[src/rtl/tt_game_pkg.sv]
// Shared types and default timing constants for the game board's input logic.
// Defaults assume a 10 MHz clk: 5 ms debounce and 2 s long-press.
package tt_game_pkg;

  typedef enum logic [1:0] {
    UP      = 2'd0,
    DB_DOWN = 2'd1,
    HELD    = 2'd2,
    DB_UP   = 2'd3
  } btn_state_t;

  localparam int BTN_DEBOUNCE_CYCLES   = 50000;
  localparam int BTN_LONG_PRESS_CYCLES = 20000000;

endpackage

[src/rtl/btn_sync.sv]
// Two-flop synchronizer for an active-low asynchronous input; resets to the idle level (1).
// Output lags the raw pin by two clk edges.
module btn_sync (
  input  logic clk,
  input  logic rst_n,
  input  logic din_n,
  output logic dout_n
);

  logic meta_n;

  always_ff @(posedge clk) begin
    if (!rst_n) begin
      meta_n <= 1'b1;
      dout_n <= 1'b1;
    end else begin
      meta_n <= din_n;
      dout_n <= meta_n;
    end
  end

endmodule

[src/rtl/btn_debounce.sv]
// Push-button debouncer with press/release strobes and optional long-press strobe.
// Long-press logic is built only when BTN_LONG_PRESS_EN is defined.
module btn_debounce
  import tt_game_pkg::*;
#(
  parameter int DEBOUNCE_CYCLES   = BTN_DEBOUNCE_CYCLES,
  parameter int LONG_PRESS_CYCLES = BTN_LONG_PRESS_CYCLES
) (
  input  logic clk,
  input  logic rst_n,
  input  logic btn_n_raw,
  output logic btn_pressed,
  output logic press_pulse,
  output logic release_pulse,
  output logic long_press_pulse
);

  localparam int DW = $clog2(DEBOUNCE_CYCLES);
  localparam logic [DW-1:0] DB_LAST = DW'(DEBOUNCE_CYCLES - 1);

  generate
    if (DEBOUNCE_CYCLES < 2 || LONG_PRESS_CYCLES <= DEBOUNCE_CYCLES) begin : g_bad_params
      $error("btn_debounce: need DEBOUNCE_CYCLES >= 2 and LONG_PRESS_CYCLES > DEBOUNCE_CYCLES");
    end
  endgenerate

  logic          sync_n;
  btn_state_t    state;
  logic [DW-1:0] cnt;
  logic          press_ev;
  logic          release_ev;

  btn_sync u_sync (
    .clk    (clk),
    .rst_n  (rst_n),
    .din_n  (btn_n_raw),
    .dout_n (sync_n)
  );

  assign press_ev   = (state == DB_DOWN) && !sync_n && (cnt == DB_LAST);
  assign release_ev = (state == DB_UP)   &&  sync_n && (cnt == DB_LAST);

  always_ff @(posedge clk) begin
    if (!rst_n) begin
      state         <= UP;
      cnt           <= '0;
      btn_pressed   <= 1'b0;
      press_pulse   <= 1'b0;
      release_pulse <= 1'b0;
    end else begin
      press_pulse   <= press_ev;
      release_pulse <= release_ev;
      case (state)
        UP: begin
          if (!sync_n) begin
            state <= DB_DOWN;
            cnt   <= '0;
          end
        end
        DB_DOWN: begin
          if (sync_n) begin
            state <= UP;
          end else if (cnt == DB_LAST) begin
            state       <= HELD;
            btn_pressed <= 1'b1;
          end else begin
            cnt <= cnt + 1'b1;
          end
        end
        HELD: begin
          if (sync_n) begin
            state <= DB_UP;
            cnt   <= '0;
          end
        end
        DB_UP: begin
          // A low sample here is a release bounce; the button is still considered held.
          if (!sync_n) begin
            state <= HELD;
          end else if (cnt == DB_LAST) begin
            state       <= UP;
            btn_pressed <= 1'b0;
          end else begin
            cnt <= cnt + 1'b1;
          end
        end
        default: state <= UP;
      endcase
    end
  end

`ifdef BTN_LONG_PRESS_EN
  localparam int LW = $clog2(LONG_PRESS_CYCLES);
  localparam logic [LW-1:0] LP_LAST = LW'(LONG_PRESS_CYCLES - 1);

  logic [LW-1:0] lp_cnt;
  logic          holding;

  assign holding = (state == HELD) || (state == DB_UP);

  // Cleared only by an accepted press, so release bounces cannot re-arm the strobe;
  // the strobe is dropped if it would land on the release cycle.
  always_ff @(posedge clk) begin
    if (!rst_n) begin
      lp_cnt           <= '0;
      long_press_pulse <= 1'b0;
    end else begin
      long_press_pulse <= 1'b0;
      if (press_ev) begin
        lp_cnt <= '0;
      end else if (holding && lp_cnt != LP_LAST) begin
        lp_cnt <= lp_cnt + 1'b1;
        if (lp_cnt == LP_LAST - 1'b1 && !release_ev)
          long_press_pulse <= 1'b1;
      end
    end
  end
`else
  assign long_press_pulse = 1'b0;
`endif

endmodule
[config.mk]
export PLATFORM = sky130hd
export DESIGN_NAME = btn_debounce
export DESIGN_NICKNAME = d
export VERILOG_FILES = /design/src/rtl/tt_game_pkg.sv /design/src/rtl/btn_sync.sv /design/src/rtl/btn_debounce.sv
export SDC_FILE = /design/constraint.sdc
export NUM_CORES = 1
export LEC_CHECK = 0
export CAP_MARGIN = 5
export CORE_AREA = 2 2 47 49
export CTS_BUF_LIST = sky130_fd_sc_hd__clkbuf_4 sky130_fd_sc_hd__clkbuf_8
export CTS_CLUSTER_DIAMETER = 40
export CTS_CLUSTER_SIZE = 16
export DETAILED_ROUTE_END_ITERATION = 16
export DIE_AREA = 0 0 49 51
export GPL_ROUTABILITY_DRIVEN = 0
export PLACE_DENSITY = 0.78
export SYNTH_ARGS = -nofsm -noshare
export SYNTH_HDL_FRONTEND = slang
export SYNTH_SLANG_ARGS = --single-unit
export TNS_END_PERCENT = 10
[constraint.sdc]
create_clock -name clk -period 2 [get_ports clk]
set_input_delay 0.6 -clock clk [delete_from_list [all_inputs] [get_ports clk]]
set_output_delay 0.6 -clock clk [all_outputs]
set_load 0.01 [all_outputs]
==> results.toml, run 1 <==
[status]
outcome = "finished, final reports clean"

[drt]
detailedRoute.firstPassIterationCount = 4
totalWireLength_mm = 2.31
routed-via-count = 979
first_iter_violations = 21
route.antenna.remaining_nets = 0
drt_drc_violations_left = 0
via_per_inst = 6.04
route.detailed.wl_per_inst_um = 14.2

[clock_network]
numClockSinks = 23
htree_levels = 1
post_cts_hold_buffer_count = 0
clk_path_buf_depth = 2
post_cts_buffers = 0
cts_inserted_buffers = 3
tritoncts = "done"
insertion_delay_ns = 0.32
clkSlewWorstSetupHoldPaths_ns = 0.13
clockRootBuffer = "clkbuf_4"
post_cts_resized = 0

[timing]
finalHoldViolations = 0
rsz_0062_raised_after_global_routing = "no"
finalSetupTns_ns = 0
report.final.setup_viol = 0
slew_violations = 0
fin_worst_skew_ns = 0.00802
period_share_pct = 95.2
final.min_clock_period_ns = 1.90
fmaxAchievable_mhz = 525

[yosys]
synth_largest_area_cell = "dfxtp_1"
post_synth_inst_count = 122
synth-seq-cells = 23
post-synth-top-count-cell = "dfxtp_1"
most_used_flip_flop_cell_after_synthesis = "dfxtp_1"
synth_seq_area_share_pct = 40.3
portion_of_synthesized_cell_area_occupied_by_the_leading_cell_type_pct = 40.3
synthTopCellsByCount = "dfxtp_1, nand3_1, nand4_1, a21oi_1, nor2_1"
synthesis.area_sq_um = 1140
synth-edff-count = 0
post_synth.cell_area_avg_sq_um = 9.37
synth.top_cells.by_area = "dfxtp_1, nand4_1, o31ai_1"
synth_cell_types = 34
synth_nets = 126
ys_warnings = 0
ys_async_sr_fraction_pct = 0

[cells_and_area]
antenna-diode-count = 0
fin_nets = 139
area.growth.synth_to_final_pct = 11.8
post_route_cell_area_sq_um = 1280
layout-drive-gt1-share_pct = 17.2
filler_cell_count = 194

[critical_path]
critical_path_sink_type = "register"
reg2regPathDepth = 6
critPathRequiredTime_ns = 2.27
arrival_ns = 2.17
setup_slack_reg_to_reg_ns = 0.1
worst_setup_path_startpoint = "cnt[1]"
worst_r2r_startpoint = "cnt[1]"
regToRegEndpoint = "cnt[9]"
criticalPathCategory = "reg2reg"
endpoint = "cnt[9]"
crit_path_max_fanout = 14
worst_setup_path_start_kind = "register"

[worst_hold_path]
hold_path_class = "reg2reg"

[global_routing]
first_pass_grt_wire_length_mm = 4.04
grt_pass1_vias = 954
total_routing_resource_utilization_after_global_routing_pct = 20.8
grt_start_max_net_pins = 15
antenna_found_initial = 0
globalRoute.totalOverflow = 0

[floorplan]
die_width_um = 49
floorplan_die_height_um = 51
die_area_sq_um = 2500
floorplan.initialDensity_pct = 55.4
io_pins = 7
core_region_area_sq_um = 2060
core.rowCount = 17

[power_and_ir_drop]
power.ir.vdd_worst_v = 0.000543
p_leak_nw = 0.397
pwr_density_cell_nw_per_um2 = 572

[placed_design]
dpl-instance-area_sq_um = 1230
dpl.hpwl_mm = 1.59
io_buffers = 5

[flow_run]
maxCapViolations = 0
-- cell type report --
| cell class | instances | area, sq um | area share, % |
|---|---|---|---|
| clock buffer | 3 | 22.5 | 1.76 |
| clock inverter | 1 | 7.51 | 0.587 |
| inverter | 4 | 15.0 | 1.17 |
| multi-input combinational | 91 | 636 | 49.7 |
| sequential | 23 | 460 | 36.0 |
| tap | 28 | 35.0 | 2.74 |
| timing repair buffer | 12 | 103 | 8.02 |
-- cells by family (layout without fill, tap and decap cells) --
kind of cell	Yosys count	in the layout	synth area share (%)
and+or+nand+nor	54	55	29.4
xor gates and xnor gates	6	6	6.24
DFF	23	23	40.3
muxes	2	2	1.75
AOI/OAI and AO/OA	26	26	16.2
other	1	1	0.328
adders and majority gates	1	1	1.09
buffers and inverters	9	20	4.70
-- layout by cell type (no fill, tap or decap), types with 2 or more instances in the layout --
cell             count
a21oi_1              7
a21oi_2              4
a31oi_1              2
and2_1               3
buf_4                7
clkbuf_4             3
clkdlybuf4s50_1      5
dfxtp_1             23
inv_1                4
mux2i_1              2
nand2_1              6
nand2b_1             2
nand3_1              8
nand4_1              9
nor2_1               7
nor3_1               2
nor4_2               2
o21ai_0              3
o21ai_1              3
o31ai_1              6
or3_1                4
or4_1                4
or4_2                2
xor2_1               5
-- worst max-delay path, cell delays in order (launching register included) --
cell and delay [ns]:
dfxtp_1 0.37, ha_1 0.24, nand4_1 0.18, o41ai_4 0.08, buf_4 0.20, or4_2 0.62
a21oi_2 0.14
-- worst min-delay path by stage --
stage / start / endpoint / slack [ns] / cells after the start
4_1_cts: u_sync.meta_n / u_sync.dout_n / 0.45 / 1
6_report: u_sync.meta_n / u_sync.dout_n / 0.44 / 1
3_5_place_dp: u_sync.meta_n / u_sync.dout_n / 0.41 / 1
2_1_floorplan: u_sync.meta_n / u_sync.dout_n / 0.39 / 1
3_3_place_gp: u_sync.meta_n / u_sync.dout_n / 0.40 / 1
5_1_grt: u_sync.meta_n / u_sync.dout_n / 0.47 / 1
-- where the power goes --
part           leakage [nW]  total, mW  switching [mW]  internal [mW]
clock                0.0139      0.226           0.149         0.0766
sequential            0.186      0.466         0.00381          0.463
combinational         0.198     0.0393          0.0220         0.0173
-- metal layers --
metal  global-route usage [%]  up-vias  wire length [um]  part of all wire, %
li1                         -      483                 -                    -
met1                     23.9      461               990                   43
met2                     37.7       29              1170                   51
met3                     6.14        6               114                  4.9
met4                     5.71        0                28                  1.2
met5                        0        -                 0                    0
-- sequential cells by signal, summed over array words and instances, names as in the netlist, named ones only --
register	flops
cnt	16
btn_pressed	1
press_pulse	1
release_pulse	1
state	1
u_sync.dout_n	1
u_sync.meta_n	1
-- stage by stage --
stage | util, % | hold WS (ns) | std cells | total power, mW | setup WS, ns
4_1_cts | 61.3 | 0.449 | 160 | 0.738 | 0.0868
6_report | 62.0 | 0.441 | 162 | 0.731 | 0.0955
5_1_grt | 62.0 | 0.467 | 162 | 0.763 | 0.0108
2_1_floorplan | - | 0.386 | 122 | 0.502 | 0.235
3_5_place_dp | 59.9 | 0.415 | 156 | 0.516 | 0.134
3_3_place_gp | 59.9 | 0.396 | 156 | 0.515 | 0.164
Power figures use the tool's default switching activity.
==> inputs of run 2 (changes only) <==
==> constraint.sdc (replaced) <==
create_clock -name clk -period 2 [get_ports clk]
set_input_delay 0.6 -clock clk [delete_from_list [all_inputs] [get_ports clk]]
set_output_delay 0.6 -clock clk [all_outputs]
set_load 0.005 [all_outputs]
==> results of run 2 <==
Same layout as run 1 (identical final DEF). Status: finished, final reports clean.
Among the figures that moved: total power 0.731 mW -> 0.730 mW
